===== config.mk =====
export PLATFORM = sky130hd
export DESIGN_NAME = seq_multiplier_flat
export DESIGN_NICKNAME = d
export VERILOG_FILES = /design/src/rtl/seq_mul_pkg.sv /design/src/rtl/seq_multiplier_if.sv /design/src/rtl/mul_addsub.sv /design/src/rtl/seq_multiplier.sv /design/src/flat_wrapper.sv
export SDC_FILE = /design/constraint.sdc
export NUM_CORES = 1
export LEC_CHECK = 0
export BUFFER_PORTS_ARGS = -buffer_cell sky130_fd_sc_hd__buf_2
export CAP_MARGIN = 20
export CORE_ASPECT_RATIO = 2
export CORE_UTILIZATION = 40
export CTS_CLUSTER_SIZE = 8
export DETAILED_ROUTE_END_ITERATION = 10
export REMOVE_ABC_BUFFERS = 1
export SYNTH_ARGS = -nofsm -noshare
export SYNTH_HDL_FRONTEND = slang
export SYNTH_SLANG_ARGS = --single-unit
export TNS_END_PERCENT = 5

===== constraint.sdc =====
create_clock -name clk -period 1.7 [get_ports clk]
set_input_delay 0.255 -clock clk [delete_from_list [all_inputs] [get_ports clk]]
set_output_delay 0.255 -clock clk [all_outputs]
set_load 0.005 [all_outputs]

===== src/rtl/seq_mul_pkg.sv =====
// Shared types and sizing for the sequential multiplier.
package seq_mul_pkg;

  localparam int unsigned WIDTH_DEF = 8;

  function automatic int unsigned cnt_width(input int unsigned w);
    return (w > 1) ? unsigned'($clog2(w)) : 1;
  endfunction

  localparam int unsigned CNT_W_DEF = cnt_width(WIDTH_DEF);

  typedef enum logic [1:0] {
    IDLE = 2'd0,
    CALC = 2'd1,
    DONE = 2'd2
  } state_t;

endpackage


===== src/rtl/seq_multiplier_if.sv =====
// Start/Busy/Done handshake and operand/product bus of the sequential multiplier.
interface seq_multiplier_if
  import seq_mul_pkg::*;
#(
  parameter int unsigned WIDTH = WIDTH_DEF
);
  logic             Start;
  logic [WIDTH-1:0] InA;
  logic [WIDTH-1:0] InB;
  logic [WIDTH-1:0] Out_H;
  logic [WIDTH-1:0] Out_L;
  logic             Busy;
  logic             Done;

  modport master (output Start, InA, InB, input Out_H, Out_L, Busy, Done);
  modport slave  (input Start, InA, InB, output Out_H, Out_L, Busy, Done);
endinterface


===== src/rtl/mul_addsub.sv =====
// Combinational add/subtract used for the per-iteration partial product.
module mul_addsub #(
  parameter int unsigned W = 9
) (
  input  logic [W-1:0] a,
  input  logic [W-1:0] b,
  input  logic         sub,
  output logic [W-1:0] res_c
);
  assign res_c = sub ? (a - b) : (a + b);
endmodule


===== src/rtl/seq_multiplier.sv =====
// Iterative shift-and-add multiplier, one partial product per clock.
// Define SEQ_MUL_SIGNED_EN for two's complement operands via radix-2 Booth.
module seq_multiplier
  import seq_mul_pkg::*;
#(
  parameter int unsigned WIDTH = WIDTH_DEF
) (
  input  logic             clk,
  input  logic             rst,
  seq_multiplier_if.slave  bus
);
  localparam int unsigned AW = WIDTH + 1;
  localparam int unsigned CW = cnt_width(WIDTH);

  state_t           state, state_nx;
  logic [AW-1:0]    acc, acc_nx;
  logic [WIDTH-1:0] mcand, mcand_nx;
  logic [WIDTH-1:0] mplier, mplier_nx;
  logic [CW-1:0]    count, count_nx;
  logic [WIDTH-1:0] out_h_q, out_h_nx;
  logic [WIDTH-1:0] out_l_q, out_l_nx;
  logic             busy_q, busy_nx;
  logic             done_q, done_nx;

  logic [AW-1:0]    addend;
  logic [AW-1:0]    sum_c;
  logic [AW-1:0]    shift_src;
  logic             sub;
  logic             use_sum;
  logic             fill;

`ifdef SEQ_MUL_SIGNED_EN
  logic q_1, q_1_nx;

  // Booth recoding of the {Q[0], q_1} pair.
  always_comb begin
    use_sum = 1'b0;
    sub     = 1'b0;
    case ({mplier[0], q_1})
      2'b10:   begin use_sum = 1'b1; sub = 1'b1; end
      2'b01:   begin use_sum = 1'b1; sub = 1'b0; end
      default: begin use_sum = 1'b0; sub = 1'b0; end
    endcase
  end

  assign addend = {mcand[WIDTH-1], mcand};
  assign fill   = shift_src[AW-1];
`else
  assign use_sum = mplier[0];
  assign sub     = 1'b0;
  assign addend  = {1'b0, mcand};
  assign fill    = 1'b0;
`endif

  mul_addsub #(.W(AW)) u_addsub (
    .a     (acc),
    .b     (addend),
    .sub   (sub),
    .res_c (sum_c)
  );

  // In the unsigned build the top bit of sum_c is the carry C shifted into A.
  assign shift_src = use_sum ? sum_c : acc;

  always_ff @(posedge clk) begin
    if (!rst) state <= IDLE;
    else      state <= state_nx;
  end

  always_comb begin
    state_nx  = state;
    acc_nx    = acc;
    mcand_nx  = mcand;
    mplier_nx = mplier;
    count_nx  = count;
    out_h_nx  = out_h_q;
    out_l_nx  = out_l_q;
    busy_nx   = busy_q;
    done_nx   = 1'b0;
`ifdef SEQ_MUL_SIGNED_EN
    q_1_nx    = q_1;
`endif
    case (state)
      IDLE: begin
        if (bus.Start) begin
          mcand_nx  = bus.InA;
          mplier_nx = bus.InB;
          acc_nx    = '0;
          count_nx  = '0;
`ifdef SEQ_MUL_SIGNED_EN
          q_1_nx    = 1'b0;
`endif
          busy_nx   = 1'b1;
          state_nx  = CALC;
        end
      end
      CALC: begin
        acc_nx    = {fill, shift_src[AW-1:1]};
        mplier_nx = {shift_src[0], mplier[WIDTH-1:1]};
`ifdef SEQ_MUL_SIGNED_EN
        q_1_nx    = mplier[0];
`endif
        count_nx  = count + CW'(1);
        if (count == CW'(WIDTH - 1)) state_nx = DONE;
      end
      DONE: begin
        out_h_nx = acc[WIDTH-1:0];
        out_l_nx = mplier;
        busy_nx  = 1'b0;
        done_nx  = 1'b1;
        state_nx = IDLE;
      end
      default: state_nx = IDLE;
    endcase
  end

  always_ff @(posedge clk) begin
    if (!rst) begin
      acc     <= '0;
      mcand   <= '0;
      mplier  <= '0;
      count   <= '0;
      out_h_q <= '0;
      out_l_q <= '0;
      busy_q  <= 1'b0;
      done_q  <= 1'b0;
`ifdef SEQ_MUL_SIGNED_EN
      q_1     <= 1'b0;
`endif
    end else begin
      acc     <= acc_nx;
      mcand   <= mcand_nx;
      mplier  <= mplier_nx;
      count   <= count_nx;
      out_h_q <= out_h_nx;
      out_l_q <= out_l_nx;
      busy_q  <= busy_nx;
      done_q  <= done_nx;
`ifdef SEQ_MUL_SIGNED_EN
      q_1     <= q_1_nx;
`endif
    end
  end

  assign bus.Out_H = out_h_q;
  assign bus.Out_L = out_l_q;
  assign bus.Busy  = busy_q;
  assign bus.Done  = done_q;

endmodule


===== src/flat_wrapper.sv =====
// flat-port wrapper written by rule: the top's interface ports become plain ports
module seq_multiplier_flat import seq_mul_pkg::*;
#(
  parameter int unsigned WIDTH = WIDTH_DEF
)
  (clk, rst, bus_Start, bus_InA, bus_InB, bus_Out_H, bus_Out_L, bus_Busy, bus_Done);
  seq_multiplier_if #(.WIDTH(WIDTH)) bus_i ();
  input  logic clk;
  input  logic rst;
  input wire logic [$bits(bus_i.Start)-1:0] bus_Start;
  input wire logic [$bits(bus_i.InA)-1:0] bus_InA;
  input wire logic [$bits(bus_i.InB)-1:0] bus_InB;
  output wire logic [$bits(bus_i.Out_H)-1:0] bus_Out_H;
  output wire logic [$bits(bus_i.Out_L)-1:0] bus_Out_L;
  output wire logic [$bits(bus_i.Busy)-1:0] bus_Busy;
  output wire logic [$bits(bus_i.Done)-1:0] bus_Done;
  assign bus_i.Start = bus_Start;
  assign bus_i.InA = bus_InA;
  assign bus_i.InB = bus_InB;
  assign bus_Out_H = bus_i.Out_H;
  assign bus_Out_L = bus_i.Out_L;
  assign bus_Busy = bus_i.Busy;
  assign bus_Done = bus_i.Done;
  seq_multiplier #(.WIDTH(WIDTH)) u_core (.clk(clk), .rst(rst), .bus(bus_i));
endmodule

==> Word level (Yosys, flattened, before mapping) <==
Index checks and enable logic that the tools add are counted.
{ "op_classes": {"addsub": 2, "eq_ne": 5, "muxes": 13, "n_reduce_logical": 7} }
{ "ops": {"columns": ["operator", "count"], "rows": [
  ["$mux W9", 2],
  ["$pmux W9 S2", 1],
  ["$pmux W8 S2", 1],
  ["$add A9 B8 Y9", 1],
  ["$mux W8", 1],
  ["$reduce_and A2 Y1", 4],
  ["$pmux W3 S2", 1],
  ["$mux W2", 2],
  ["$pmux W2 S2", 1],
  ["$reduce_bool A2 Y1", 2],
  ["$add A3 B1 Y3 const B", 1],
  ["$eq A3 B3 Y1 const B", 1],
  ["$mux W3", 1],
  ["$eq A2 B1 Y1 const B", 1],
  ["$eq A2 B2 Y1 const B", 1],
  ["$logic_not A2 Y1", 1],
  ["$mux W1", 2],
  ["$ne A2 B1 Y1 const B", 1],
  ["$ne A2 B2 Y1 const B", 1],
  ["$pmux W1 S2", 1]
]} }
{ "totals": {"regBits": 48, "in_bits": 19, "out_inout_bits": 18, "word_cells": 36} }

==> Depth between registers and ports, before layout <==
Gate-level depths: netlist of the first run.
{ "depth": {"depth_word": 3, "depth_mapped": 7, "ltp_nobuf": 7} }

==> Cells and area by module <==
Synthesis of the first run repeated with hierarchy kept, for this count alone.
{ "unflattened": {"cells_unflattened": 252, "area_unflattened_um2": 2388.5} }
{ "modules_own_cells": {"columns": ["mod", "n_inst", "cells_per_inst", "area_each_um2", "seq_area_each_um2"], "rows": [
  ["seq_multiplier", 1, 183, 1865.5, 940.9],
  ["mul_addsub", 1, 69, 523.0, 0.0]
]} }

==> Worst setup path after synthesis of the first run <==
Ideal clock, no wire load.
{ "synth_timing": {"kind": "register -> register", "startpoint": "reg u_core.acc[0]", "endpoint": "reg u_core.acc[7]", "setup_time_ns": 0.122, "arrival_time_ns": 1.667, "t_required_ns": 1.578, "path_slack_ns": -0.089, "stages_incl_launch_ff": 8, "path_buffers": 0, "synth_period_minus_slack_ns": 1.789, "cell_sequence": "dfxtp_1 ha_1 inv_1 fa_1 nor2b_1 o31a_1 o311a_1 o311a_1"} }
{ "synth_between": {"elab_chain_len": 3} }
{ "synth_rtl": {"columns": ["element", "line_no", "source"], "rows": [
  ["start, declared", "seq_multiplier.sv:16", "logic [AW-1:0] acc, acc_nx;"],
  ["start signal, assigned", "seq_multiplier.sv:131", "acc <= acc_nx;"],
  ["$add A9 B8 Y9", "mul_addsub.sv:10", "assign res_c = sub ? (a - b) : (a + b);"],
  ["$mux W9", "seq_multiplier.sv:63", "assign shift_src = use_sum ? sum_c : acc;"],
  ["$pmux W9 S2", "seq_multiplier.sv:83", "case (state)"]
]} }
Every way passes these cells.
A chain may end at the register's enable or synchronous reset.

==> Worst setup path after layout of the first run <==
{ "layout_timing": {"startpoint": "reg u_core.mcand[0]", "endpoint": "reg u_core.acc[7]"} }
{ "layout_between": {"elab_chain_len": 3} }
{ "layout_rtl": {"columns": ["element", "line_no", "source"], "rows": [
  ["start, declared", "seq_multiplier.sv:17", "logic [WIDTH-1:0] mcand, mcand_nx;"],
  ["start signal, assigned", "seq_multiplier.sv:132", "mcand <= mcand_nx;"],
  ["$add A9 B8 Y9", "mul_addsub.sv:10", null],
  ["$mux W9", "seq_multiplier.sv:63", null],
  ["$pmux W9 S2", "seq_multiplier.sv:83", null]
]} }
Every way passes these cells.

==> flow_summary.ini, run 1 <==
[worst_setup_path]
crit_path_frequent_cell = o311a_1
cp_num_cells = 7
crit_family = compound AO/OA/AOI/OAI gates
crit_slowest_cell = dfxtp_2
max_stage_delay_ps = 340
crit_path_max_fanout = 2
criticalPathCategory = reg -> reg
crit_chain = ha_4, inv_2, fa_2, nor2b_1, o31a_1, o311a_1, o311a_1
required_ps = 1900
startpoint_type = flop
path_buf_inv = 1
cp-end-kind = flop
critical_path_arrival_ps = 1960
worstRegToRegCells = 7

[layout]
diodes = 0
drive_gt1_frac = 0.265
final_design_area_no_fill_sq_um = 2790
fin_cells = 373
area_growth_pct = 25.0
nets = 342

[sta]
maxSlewHeadroom = 0.673
setup_viol = 1
setup_slack_ps = -50.8
min_period_ps = 1750
fin_skew_ps = 3.97
fin_crit_sh = 1.03
rsz0062_at_grt = true
fmax_ghz = 0.571
whs_ps = 148
slew_violations = 0
final_hold_viol_count = 0
worst_pin_slew_ps = 489

[detailed_routing]
wl_met3_um = 161
top_layer = met4
initialDrtViolationCount = 20
wl_per_cell_um = 14.4
wl_met1_um = 2080
drc_errors = 0
vias_per_cell = 5.37
drtAntennaViolNets = 0
met2WireLength_um = 2960
num_vias = 2002
dr.pass1.iters = 4
routed_wirelength_um = 5380

[placement]
pre_cts_ws_ps = -115
gp_congestion = 0.917
dp.final_hpwl_um = 4020
placed_area_sq_um = 2610
place_inst = 365
io_buffer_count = 36

[clocking]
clk_pin_slew_ps = 90
htree_levels = 2
clock_latency_ps = 310
post_cts_buffers = 0
hold_buffers = 0
cts-buffers-inserted = 5
cts_tree = done
clockRootBuffer = clkbuf_8
clock-sinks = 47
cts_buffer_depth = 2

[synth]
async_reset_ff_frac = 0
synth_xor_xnor_area_share = 0.00392
syn-mean-instance-area_sq_um = 8.59
synth-simple-area-share = 0.213
yosysWarnings = 0
synth_area_sq_um = 2230
synthAdderAreaFrac = 0.0650
synth.area.top_cells = dfxtp_1 (42%), nand2_1 (9.9%), a21boi_1 (6.1%)
synth_seq_cells = 47
synth_edf_count = 0
synth.distinct_cells = 43
yosysTopAreaCellShare = 0.421
syn_inst = 260
yosysMostFrequentCell = nand2_1
ys_seq_area_frac = 0.421
synth_ff_type = dfxtp_1
synth_top_cell_by_area = dfxtp_1
synth_mux_area_frac = 0.00896
synthTopCellsByCount = nand2_1 (59), dfxtp_1 (47), nor2_1 (22)
synth-compound-area-share = 0.251
synth_top_family_by_area = compound AO/OA/AOI/OAI gates

[global_route]
grt_max_degree = 23
grt_first_pass_wirelength_um = 8680
grt_overflow_total = 0
grt.total_usage = 0.208
antenna_found_initial = 0
grt_pass1_vias = 1932

[status]
violations = setup timing
status = complete, but fails checks

[floorplan]
num_rows = 38
start_util = 0.412
core-area_sq_um = 5420
die-height_um = 108
die_x_um = 54.8
io_pins = 37
die_area_sq_um = 5900

[pwr]
peakVddDrop_mv = 0.823
leakagePower_nw = 1.23
p_per_area_nw_per_um2 = 860

[run]
cap_violations = 0

[hold_path]
hold_path_class = in -> reg
hold_path_depth = 3
==> layer usage <==
metal  up-vias  track usage
met1       938        0.208
met4         0        0.125
met3        13       0.0452
met2        36        0.364
li1       1015            -
met5         -            0
==> where the power goes <==
part / switching [mW] / leakage (nW) / internal, mW / total [mW]
registers: 0.0392 / 0.385 / 1.14 / 1.18
logic: 0.131 / 0.782 / 0.111 / 0.242
clock network: 0.391 / 0.0654 / 0.588 / 0.978
total: 0.561 / 1.23 / 1.84 / 2.40
==> what timing repair did <==
item                       CTS  global route
gates resized for setup      7             6
cloned                       0             0
setup endpoints to repair    3             5
pin swaps                    2             6
==> registers in the layout, indices dropped and copies added (netlist names), 2 cells and up <==
name,flops
u_core.mplier,8
u_core.acc,8
u_core.mcand,8
u_core.bus.Out_H,8
u_core.bus.Out_L,8
u_core.count,3
u_core.state,2
==> cell usage in the layout (no fill, tap or decap), types with 2 or more instances in the layout <==
cell type / n
nor2_1: 22
dfxtp_1: 42
a21oi_1: 13
a211o_1: 2
nor3b_1: 3
buf_2: 36
dfxtp_2: 5
nand4b_1: 2
a22oi_1: 3
o31a_1: 2
buf_4: 25
ha_4: 3
nand2_1: 59
nand2b_1: 2
mux2i_1: 2
and2_1: 4
o311a_1: 2
o21a_1: 3
o211ai_1: 3
a21boi_1: 17
bufinv_16: 2
inv_1: 3
ha_1: 7
nand3_1: 2
a22o_1: 4
clkbuf_8: 5
a211oi_1: 2
o221ai_1: 7
nor2b_1: 6
a21o_1: 5
==> layout make-up <==
class / count / area (sq um)
Clock buffer: 6 / 72.6
Inverter: 4 / 15.0
Sequential cell: 47 / 947
Tap cell: 60 / 75.1
Clock inverter: 2 / 60.1
Fill cell: 549 / 2630
Multi-Input combinational cell: 193 / 1250
Timing Repair Buffer: 61 / 368
==> through the flow <==
| stage | utilization | total power, mW | TNS, ps |
|---|---|---|---|
| after floorplan | - | 1.33 | -127 |
| after global placement | 0.481 | 1.44 | -179 |
| after detailed placement | 0.481 | 1.44 | -224 |
| after CTS | 0.509 | 2.43 | -131 |
| after global routing | 0.515 | 2.51 | -199 |
| final | 0.515 | 2.40 | -50.8 |
==> logic make-up after synthesis <==
kind of cell	Yosys count
buffers and inverters	20
multiplexers	2
AO/OA/AOI/OAI	73
flip-flops	47
AND/OR/NAND/NOR	106
adder cells (fa/ha/maj)	11
XOR/XNOR	1
==> worst reg2reg max path: stages (launching register included) <==
cell and delay [ps]:
dfxtp_2 340, ha_4 160, inv_2 50, fa_2 190, nor2b_1 60, o31a_1 250, o311a_1 290, o311a_1 290
==> path summary, 6_finish.rpt <==
path / startpoint / to / slack (ps)
setup / recovery: u_core.mcand[0]$_SDFFE_PN0P_ / u_core.acc[7]$_SDFFE_PN0P_ / -50
hold / removal: bus_InB[2] / u_core.mplier[2]$_SDFFE_PN0P_ / 150
setup reg to reg: u_core.mcand[0]$_SDFFE_PN0P_ / u_core.acc[7]$_SDFFE_PN0P_ / -50
hold reg to reg: u_core.bus.Out_L[6]$_SDFFE_PN0P_ / u_core.bus.Out_L[6]$_SDFFE_PN0P_ / 450
Note: power is estimated with default switching activity, not from simulation.
==> run 2, diff against run 1 <==
--- a/config.mk
+++ b/config.mk
@@ -8,9 +8,11 @@
 export BUFFER_PORTS_ARGS = -buffer_cell sky130_fd_sc_hd__buf_2
 export CAP_MARGIN = 20
 export CORE_ASPECT_RATIO = 2
+export CORE_MARGIN = 2
 export CORE_UTILIZATION = 40
 export CTS_CLUSTER_SIZE = 8
 export DETAILED_ROUTE_END_ITERATION = 10
+export GPL_TIMING_DRIVEN = 0
 export REMOVE_ABC_BUFFERS = 1
 export SYNTH_ARGS = -nofsm -noshare
 export SYNTH_HDL_FRONTEND = slang
==> flow_summary.ini, run 2 (same netlist as run 1, synthesis figures left out) <==
[sta]
fmax_ghz = 0.547
maxSlewHeadroom = 0.542
whs_ps = 166
setup_viol = 3
min_period_ps = 1830
rsz0062_at_grt = true
setup_slack_ps = -130
fin_crit_sh = 1.08
worst_pin_slew_ps = 686
fin_skew_ps = 6.18
finalSetupTns_ps = -322
final_hold_viol_count = 0
slew_violations = 0

[global_route]
grt_overflow_total = 0
grt_first_pass_wirelength_um = 8790
grt.total_usage = 0.179
antenna_found_initial = 0
grt_pass1_vias = 1889
grt_max_degree = 42

[pwr]
p_per_area_nw_per_um2 = 794
switchingPower_mw = 0.536
power_frac_comb = 0.105
power_mw = 2.09
swShare = 0.256
leakagePower_nw = 1.11
intPower_mw = 1.55
pwr-share-seq = 0.566
clkPwrFrac = 0.328
peakVddDrop_mv = 0.551

[layout]
fillCellCount = 573
layout_common_cells = nand2_1 (59), dfxtp_1 (41), buf_2 (36)
final_design_area_no_fill_sq_um = 2630
final_common_cell = nand2_1
drive_gt1_frac = 0.239
area_growth_pct = 17.9
diodes = 0
nets = 323

[clocking]
htree_levels = 2
cts_buffer_depth = 2
cts_tree = done
clockRootBuffer = clkbuf_8
hold_buffers = 0
cts-buffers-inserted = 5
clk_pin_slew_ps = 90
clock_latency_ps = 300
clock-sinks = 47

[detailed_routing]
vias_per_cell = 5.53
routed_wirelength_um = 5290
dr.pass1.iters = 4
drtAntennaViolNets = 0
wl_per_cell_um = 15.0
drc_errors = 0
num_vias = 1953
initialDrtViolationCount = 52

[worst_setup_path]
criticalPathCategory = reg -> reg
crit_path_max_fanout = 3
required_ps = 1890
cp-end-kind = flop
startpoint_type = flop
critical_path_arrival_ps = 2020

[floorplan]
die_x_um = 56.8
io_pins = 37
start_util = 0.412
die_area_sq_um = 6230
core-area_sq_um = 5420
die-height_um = 110
num_rows = 38

[status]
status = complete, but fails checks
violations = setup timing

[placement]
dp.final_hpwl_um = 3530
placed_area_sq_um = 2430
io_buffer_count = 36
pre_cts_ws_ps = -319
gp_congestion = 0.818

[hold_path]
hold_path_class = in -> reg

[run]
cap_violations = 0
==> run 2: per-stage QoR <==
| step | util | std cells |
|---|---|---|
| after floorplan | - | 244 |
| after global placement | 0.447 | 340 |
| after detailed placement | 0.448 | 341 |
| after CTS | 0.481 | 351 |
| after global routing | 0.486 | 353 |
| final | 0.486 | 353 |
==> run 2: repair_timing <==
item,4_1_cts,5_1_grt
endpoints found under the setup margin,5,5
pin swaps,4,7
buffers inserted,3,2
gates resized for setup,18,2
==> run 2: worst paths after layout <==
check,cells after the start,slack [ps],endpoint,start
worst max-delay path,7,-130,u_core.acc[7]$_SDFFE_PN0P_,u_core.acc[0]$_SDFFE_PN0P_
worst min-delay path,3,170,u_core.mplier[2]$_SDFFE_PN0P_,bus_InB[2]
worst max register to register,7,-130,u_core.acc[7]$_SDFFE_PN0P_,u_core.acc[0]$_SDFFE_PN0P_
worst min register to register,2,450,u_core.bus.Out_L[5]$_SDFFE_PN0P_,u_core.bus.Out_L[5]$_SDFFE_PN0P_
==> run 2: layer usage <==
layer / GRT usage / vias up / part of all wire
met4: 0.0797 / 0 / 0.020
met1: 0.197 / 924 / 0.40
li1: - / 972 / -
met5: 0 / - / 0
met3: 0.0259 / 10 / 0.040
met2: 0.334 / 47 / 0.54
==> run 2: power by group through the flow <==
stage          logic (mW)  registers, mW  clock network [mW]
2_1_floorplan       0.135           1.19                   0
3_3_place_gp        0.205           1.20                   0
3_5_place_dp        0.209           1.20                   0
4_1_cts             0.218           1.18               0.707
5_1_grt             0.250           1.19               0.734
6_report            0.220           1.18               0.686
==> run 2: cell type report <==
class | instances | area (sq um) | area share
Clock buffer | 6 | 82.6 | 0.0314
Clock inverter | 1 | 5.00 | 0.00190
Inverter | 4 | 15.0 | 0.00570
Multi-Input combinational cell | 193 | 1280 | 0.487
Sequential cell | 47 | 948 | 0.360
Tap cell | 60 | 75.1 | 0.0285
Timing Repair Buffer | 42 | 225 | 0.0856
==> run 2: critical path: stages (launching register included) <==
cell,delay [ps]
dfxtp_2,350
ha_4,160
inv_2,50
fa_2,200
nor2b_2,50
o31a_1,280
o311a_1,360
o311a_1,280
